**src/rtl/avalon_sink_fifo.sv**
```systemverilog
// Avalon-ST sink FIFO with first-word-fall-through output and rx stats.
// Ports: clk, reset (sync, active-high), valid/data/ready in,
//        out_valid/out_data/out_ready out, rx_count, rx_sum, state.
module avalon_sink_fifo #(
  parameter int DATA_W = 8,
  parameter int DEPTH  = 4
) (
  input  logic              clk,
  input  logic              reset,
  input  logic              valid,
  input  logic [DATA_W-1:0] data,
  output logic              ready,
  output logic              out_valid,
  output logic [DATA_W-1:0] out_data,
  input  logic              out_ready,
  output logic [15:0]       rx_count,
  output logic [15:0]       rx_sum,
  output logic [1:0]        state
);

  localparam int AW = $clog2(DEPTH);
  localparam int LW = AW + 1;
  localparam logic [LW-1:0] FULL_LVL = LW'(DEPTH);

  typedef enum logic [1:0] {
    ST_EMPTY  = 2'd0,
    ST_ACTIVE = 2'd1,
    ST_FULL   = 2'd2
  } state_t;

  logic [DATA_W-1:0] mem [DEPTH];
  logic [AW-1:0]     wr_ptr;
  logic [AW-1:0]     rd_ptr;
  logic [LW-1:0]     level;
  logic [LW-1:0]     lvl_nxt;
  logic              push;
  logic              pop;
  state_t            st;

  // ready looks only at the registered level, so a full FIFO
  // refuses a beat even while the head is being popped.
  assign ready     = !reset && (level != FULL_LVL);
  assign out_valid = !reset && (level != '0);
  assign out_data  = mem[rd_ptr];
  assign state     = st;

  assign push    = valid && ready;
  assign pop     = out_valid && out_ready;
  assign lvl_nxt = level + LW'(push) - LW'(pop);

  // Storage is never cleared; level alone says what is valid.
  always_ff @(posedge clk) begin
    if (push) begin
      mem[wr_ptr] <= data;
    end
  end

  always_ff @(posedge clk) begin
    if (reset) begin
      wr_ptr   <= '0;
      rd_ptr   <= '0;
      level    <= '0;
      rx_count <= '0;
      rx_sum   <= '0;
    end else begin
      level <= lvl_nxt;
      if (push) begin
        wr_ptr   <= wr_ptr + 1'b1;
        rx_count <= rx_count + 16'd1;
        rx_sum   <= rx_sum + 16'(data);
      end
      if (pop) begin
        rd_ptr <= rd_ptr + 1'b1;
      end
    end
  end

  // Transitions follow the post-edge level so the state
  // always matches occupancy.
  always_ff @(posedge clk) begin
    if (reset) begin
      st <= ST_EMPTY;
    end else begin
      unique case (st)
        ST_EMPTY: begin
          if (push && !pop) begin
            st <= ST_ACTIVE;
          end
        end
        ST_ACTIVE: begin
          if (lvl_nxt == '0) begin
            st <= ST_EMPTY;
          end else if (lvl_nxt == FULL_LVL) begin
            st <= ST_FULL;
          end
        end
        ST_FULL: begin
          if (pop) begin
            st <= ST_ACTIVE;
          end
        end
        default: st <= ST_EMPTY;
      endcase
    end
  end

endmodule

```
**config.mk**
```make
export PLATFORM = sky130hd
export DESIGN_NAME = avalon_sink_fifo
export DESIGN_NICKNAME = d
export VERILOG_FILES = /design/src/rtl/avalon_sink_fifo.sv
export SDC_FILE = /design/constraint.sdc
export NUM_CORES = 1
export LEC_CHECK = 0
export ABC_AREA = 1
export BUFFER_PORTS_ARGS = -buffer_cell sky130_fd_sc_hd__buf_2
export CORE_ASPECT_RATIO = 1.1
export CORE_MARGIN = 3
export CORE_UTILIZATION = 57
export CTS_CLUSTER_SIZE = 30
export DETAILED_ROUTE_END_ITERATION = 8
export PLACE_DENSITY = 0.8
export SKIP_CTS_REPAIR_TIMING = 1
export SYNTH_ARGS = -nofsm -noshare
export SYNTH_HDL_FRONTEND = slang
export SYNTH_SLANG_ARGS = --single-unit
```
**constraint.sdc**
```tcl
create_clock -name clk -period 2.7 [get_ports clk]
set_input_delay 0.405 -clock clk [delete_from_list [all_inputs] [get_ports clk]]
set_output_delay 0.405 -clock clk [all_outputs]
set_load 0.03 [all_outputs]
```
### Word-level counts from Yosys, hierarchy flattened

Memories as Yosys holds them, arrays and structs flattened. A register that Yosys moved wholly into a read port is not among the register bits.
Index checks and enable logic that the tools add are counted.

* memory bits (read-only): 0
* register bits after elaboration: 41
* latch bits: 0
* memories kept: 1
* output and inout bits: 44
* bits in writable memories: 32

Memory list
* mem: words 4, bits a word 8, read ports 1, clocked after Yosys merged registers in 1, wr ports 1, RTL line 31 `logic [DATA_W-1:0] mem [DEPTH];`

* add/subtract/negate cells: 6
* reduce and logical (&&, ||, !) cells: 11
* eq/ne operators: 7
* mux-type cells: 9
* divide/modulo/power cells: 0
* shift-type cells: 0
* bitwise operators: 0
* $mul: 0
* magnitude comparators: 0

Operators with widths (count)
* $add A16 B1 Y16 const B: 1
* $add A16 B8 Y16: 1
* $mux W2: 6
* $ne A3 B3 Y1 const B: 2
* $pmux W2 S3: 1
* $logic_and A1 B1 Y1: 5
* $add A2 B1 Y2 const B: 2
* $ne A2 B2 Y1 const B: 2
* $add A3 B1 Y3: 1
* $eq A3 B3 Y1 const B: 1
* $logic_not A3 Y1: 1
* $reduce_and A3 Y1: 1
* $reduce_bool A3 Y1: 1
* $sub A3 B1 Y3: 1
* $eq A2 B1 Y1 const B: 1
* $eq A2 B2 Y1 const B: 1
* $logic_not A1 Y1: 2
* $logic_not A2 Y1: 1
* $mux W1: 2

### Logic depth before layout (Yosys ltp)

* depth in word-level cells: 9
* gate-level depth with buffers: 15
* gate-level depth less buffers: 15

### Worst setup path after synthesis

No wires, ideal clock.

* path type: input -> register
* start point: input reset
* end point: register st[1], in the netlist state[1]
* arrival: 2.419 ns
* path slack: 0.173 ns
* path buffers: 1
* cell stages on the path: 15
* library setup time: 0.109 ns
* cell sequence: buf_2 a21oi_2 nand2_2 inv_1 ha_1 inv_1 ha_1 inv_1 fa_1 xor2_1 xor2_1 nand2_1 nand3_1 nand2_1 inv_1

RTL lines
* start, declared: RTL line 9 `input logic reset,`
* $logic_not A1 Y1 (*): RTL line 43 `assign out_valid = !reset && (level != '0);`
* $logic_and A1 B1 Y1 (*): RTL line 43
* via out_valid: RTL line 13 `output logic out_valid,`
* $logic_and A1 B1 Y1 (*): RTL line 48 `assign pop = out_valid && out_ready;`
* via pop: RTL line 37 `logic pop;`
* $sub A3 B1 Y3 or $logic_not A1 Y1 (tied branches): RTL line 49, 86
* $eq A3 B3 Y1, or another cell as far along: RTL line 93 `end else if (lvl_nxt == FULL_LVL) begin`
* $ne A3 B3 Y1 (no source line), or another cell as far along
* $reduce_and A3 Y1 (no source line) or $pmux W2 S3 (tied branches)
* end signal, assigned: RTL line 92 `st <= ST_EMPTY;`
* end signal, assigned: RTL line 94 `st <= ST_FULL;`
* end signal, assigned: RTL line 99 `st <= ST_ACTIVE;`
* end, declared: RTL line 38 `state_t st;`

The timed path passes the listed nets; every way through them passes the cells marked *.
A chain may end at the register's enable or synchronous reset.

### Final worst setup path

* start point: register level[1]
* end point: register st[1], in the netlist state[1]

RTL lines
* start, declared: RTL line 34 `logic [LW-1:0] level;`
* start signal, assigned: RTL line 66 `level <= lvl_nxt;`
* $reduce_bool A3 Y1 (*): RTL line 43
* $logic_and A1 B1 Y1 (*): RTL line 43
* $logic_and A1 B1 Y1 (*): RTL line 48
* via pop: RTL line 37
* $sub A3 B1 Y3 or $logic_not A1 Y1 (tied branches): RTL line 49, 86
* $eq A3 B3 Y1, or another cell as far along: RTL line 93
* $ne A3 B3 Y1 (no source line), or another cell as far along
* $reduce_and A3 Y1 (no source line) or $pmux W2 S3 (tied branches)

Marks and branches as above.

==> flow_summary.json <==
{
  "clock_sinks": 75,
  "critical_path.startpoint": "level[1]",
  "syn-cell-area_sq_um": 3756,
  "crit_required_ns": 3.00,
  "via_count": 3203,
  "vias_per_cell": 5.303,
  "avgRoutedWirePerCell_microns": 13.53,
  "max-vdd-ir-drop_mv": 0.3592,
  "cts_buffer_depth": 2,
  "hold_violations": 0,
  "worstHoldPathType": "in2reg",
  "drt_wl_total_microns": 8172,
  "final.period_utilization": 0.8614,
  "synth_edf_count": 32,
  "overflow": 0,
  "ys_warn_count": 0,
  "r2r-start": "level[1]",
  "synth-seq-area-share": 0.4850,
  "slew_violations": 0,
  "report.power.total_mw": 2.993,
  "std_cell_rows": 30,
  "dp_hpwl_microns": 5828,
  "ys_types": 35,
  "synth-main-ff-cell": "dfxtp_1",
  "synth_common_cells": "98 x nand2_1, 59 x nor2_1, 46 x inv_1",
  "synth_top_area_frac": 0.2558,
  "pre_cts_ws_ns": 0.3024,
  "htreeDepth": 3,
  "final_layout_size_suffix_gt1_frac": 0.1775,
  "avgSynthCellArea_sq_um": 8.183,
  "slew_headroom": 0.4820,
  "cts-root-buf": "clkbuf_8",
  "min_period_ns": 2.326,
  "dr.pass1.iters": 4,
  "setup_ws_ns": 0.3743,
  "cts_made_buffers": 9,
  "start_util": 0.5992,
  "max_freq_mhz": 430.0,
  "setup_viol": 0,
  "grt_pass1_wl_microns": 13890,
  "grt_start_max_net_pins": 36,
  "worstSetupPathType": "reg2reg",
  "dieArea_sq_um": 7601,
  "netlist_top_cells_area": "edfxtp_1 26%, dfxtp_1 23%, nand2_1 9.8%, nor2_1 5.9%, ha_1 5.3%",
  "synthesis.nets": 489,
  "drc_errors": 0,
  "synthCells": 459,
  "whs_ns": 0.2973,
  "insertion_delay_ns": 0.35,
  "track_usage": 0.2236,
  "synthToLayoutAreaGrowth_pct": 13.72,
  "diodes": 0,
  "port_buffers": 55,
  "powerDensity_nw_per_um2": 700.7,
  "end_kind": "register",
  "path_clk_slew_ns": 0.08,
  "antenna_found_initial": 0,
  "yosysMostFrequentCell": "nand2_1",
  "tightest_slew_ns": 0.7742,
  "hold_start": "data[5]",
  "ant_nets": 0,
  "nNetsFinal": 549,
  "grt_pass1_vias": 3015,
  "cts_tree": "yes",
  "core_area_sq_um": 6269,
  "num-fill-cells": 534,
  "place_congestion": 0.8975,
  "synth-seq-cells": 75,
  "yosys.area.top_type": "edfxtp_1",
  "finClkSkew_ns": 0.01021,
  "die_h_microns": 91.14,
  "fin_setup_tns_ns": 0,
  "first_iter_violations": 159,
  "async_reset_ff_frac": 0,
  "critPathArrivalTime_ns": 2.62,
  "io-pin-count": 56,
  "maxCapViolCount": 0,
  "path_max_fanout": 7,
  "dieWidth_microns": 83.40,
  "total_leakage_power_nw": 1.855,
  "start_kind": "register",
  "run_status": "finished clean",
  "grt_setup_unrepaired": "false"
}
-- kinds of logic after synthesis --
| family | Yosys count | synth area share |
|---|---|---|
| and+or+nand+nor | 218 | 0.2502 |
| AOI/OAI and AO/OA | 80 | 0.1149 |
| DFF | 75 | 0.4850 |
| buffers and inverters | 61 | 0.06962 |
| adders and majority gates | 18 | 0.06396 |
| xor gates and xnor gates | 7 | 0.01632 |
-- layer usage --
layer | up-vias | wire, microns | part of all wire | global-route usage
met5 | - | 0 | 0 | 0
met4 | 0 | 120 | 0.015 | 0.08447
met3 | 11 | 470 | 0.058 | 0.03448
met2 | 82 | 4012 | 0.49 | 0.3837
met1 | 1465 | 3568 | 0.44 | 0.2839
li1 | 1645 | - | - | -
-- power breakdown --
group / internal [mW] / switching, mW
logic: 0.283 / 0.607
clock network: 0.333 / 0.421
registers: 1.28 / 0.0723
-- path summary, 6_finish.rpt --
path	slack (ns)	cells after the start	endpoint
setup / recovery	0.37	15	state[1]
hold / removal	0.30	1	mem[1][5]
setup reg to reg	0.37	15	state[1]
hold reg to reg	0.49	2	rx_count[15]
-- registers in the layout, indices dropped and copies added (netlist names), named ones only --
name,cells
rx_count,16
level,3
mem,32
state,2
rd_ptr,2
rx_sum,16
wr_ptr,2
-- layout by cell type (no fill, tap or decap), types with 9 or more instances in the layout --
cell type  instances
a21oi_1           34
buf_2             55
clkbuf_8           9
dfxtp_1           43
edfxtp_1          32
ha_1              16
inv_1             46
nand2_1           98
nand3_1           38
nor2_1            59
o21ai_0           27
-- critical path, stage by stage, from the launching register on --
cell and delay [ns]:
dfxtp_1 0.36, nor2_2 0.17, a21oi_2 0.08, nand2_2 0.12, inv_1 0.06, ha_1 0.26, inv_1 0.05, ha_1 0.12
inv_1 0.04, fa_1 0.38, xor2_1 0.18, xor2_1 0.21, nand2_1 0.08, nand3_1 0.07, nand2_1 0.05, inv_1 0.04
-- stage by stage --
step | area, sq um | util | std cells
after floorplan | 3756 | - | 459
after global placement | 4101 | 0.6543 | 588
after detailed placement | 4101 | 0.6543 | 588
after CTS | 4272 | 0.6814 | 604
after global routing | 4272 | 0.6814 | 604
final | 4272 | 0.6814 | 604
-- layout make-up --
cell class	count	area (sq um)	share of cell area
clock buffer	10	127.6	0.02988
clock inverter	6	42.54	0.009959
inverter	49	186.4	0.04364
multi-input combinational	323	1673	0.3916
sequential	75	1822	0.4265
tap	80	100.1	0.02343
timing repair buffer	61	320.3	0.07499
Note: power is estimated with default switching activity, not from simulation.
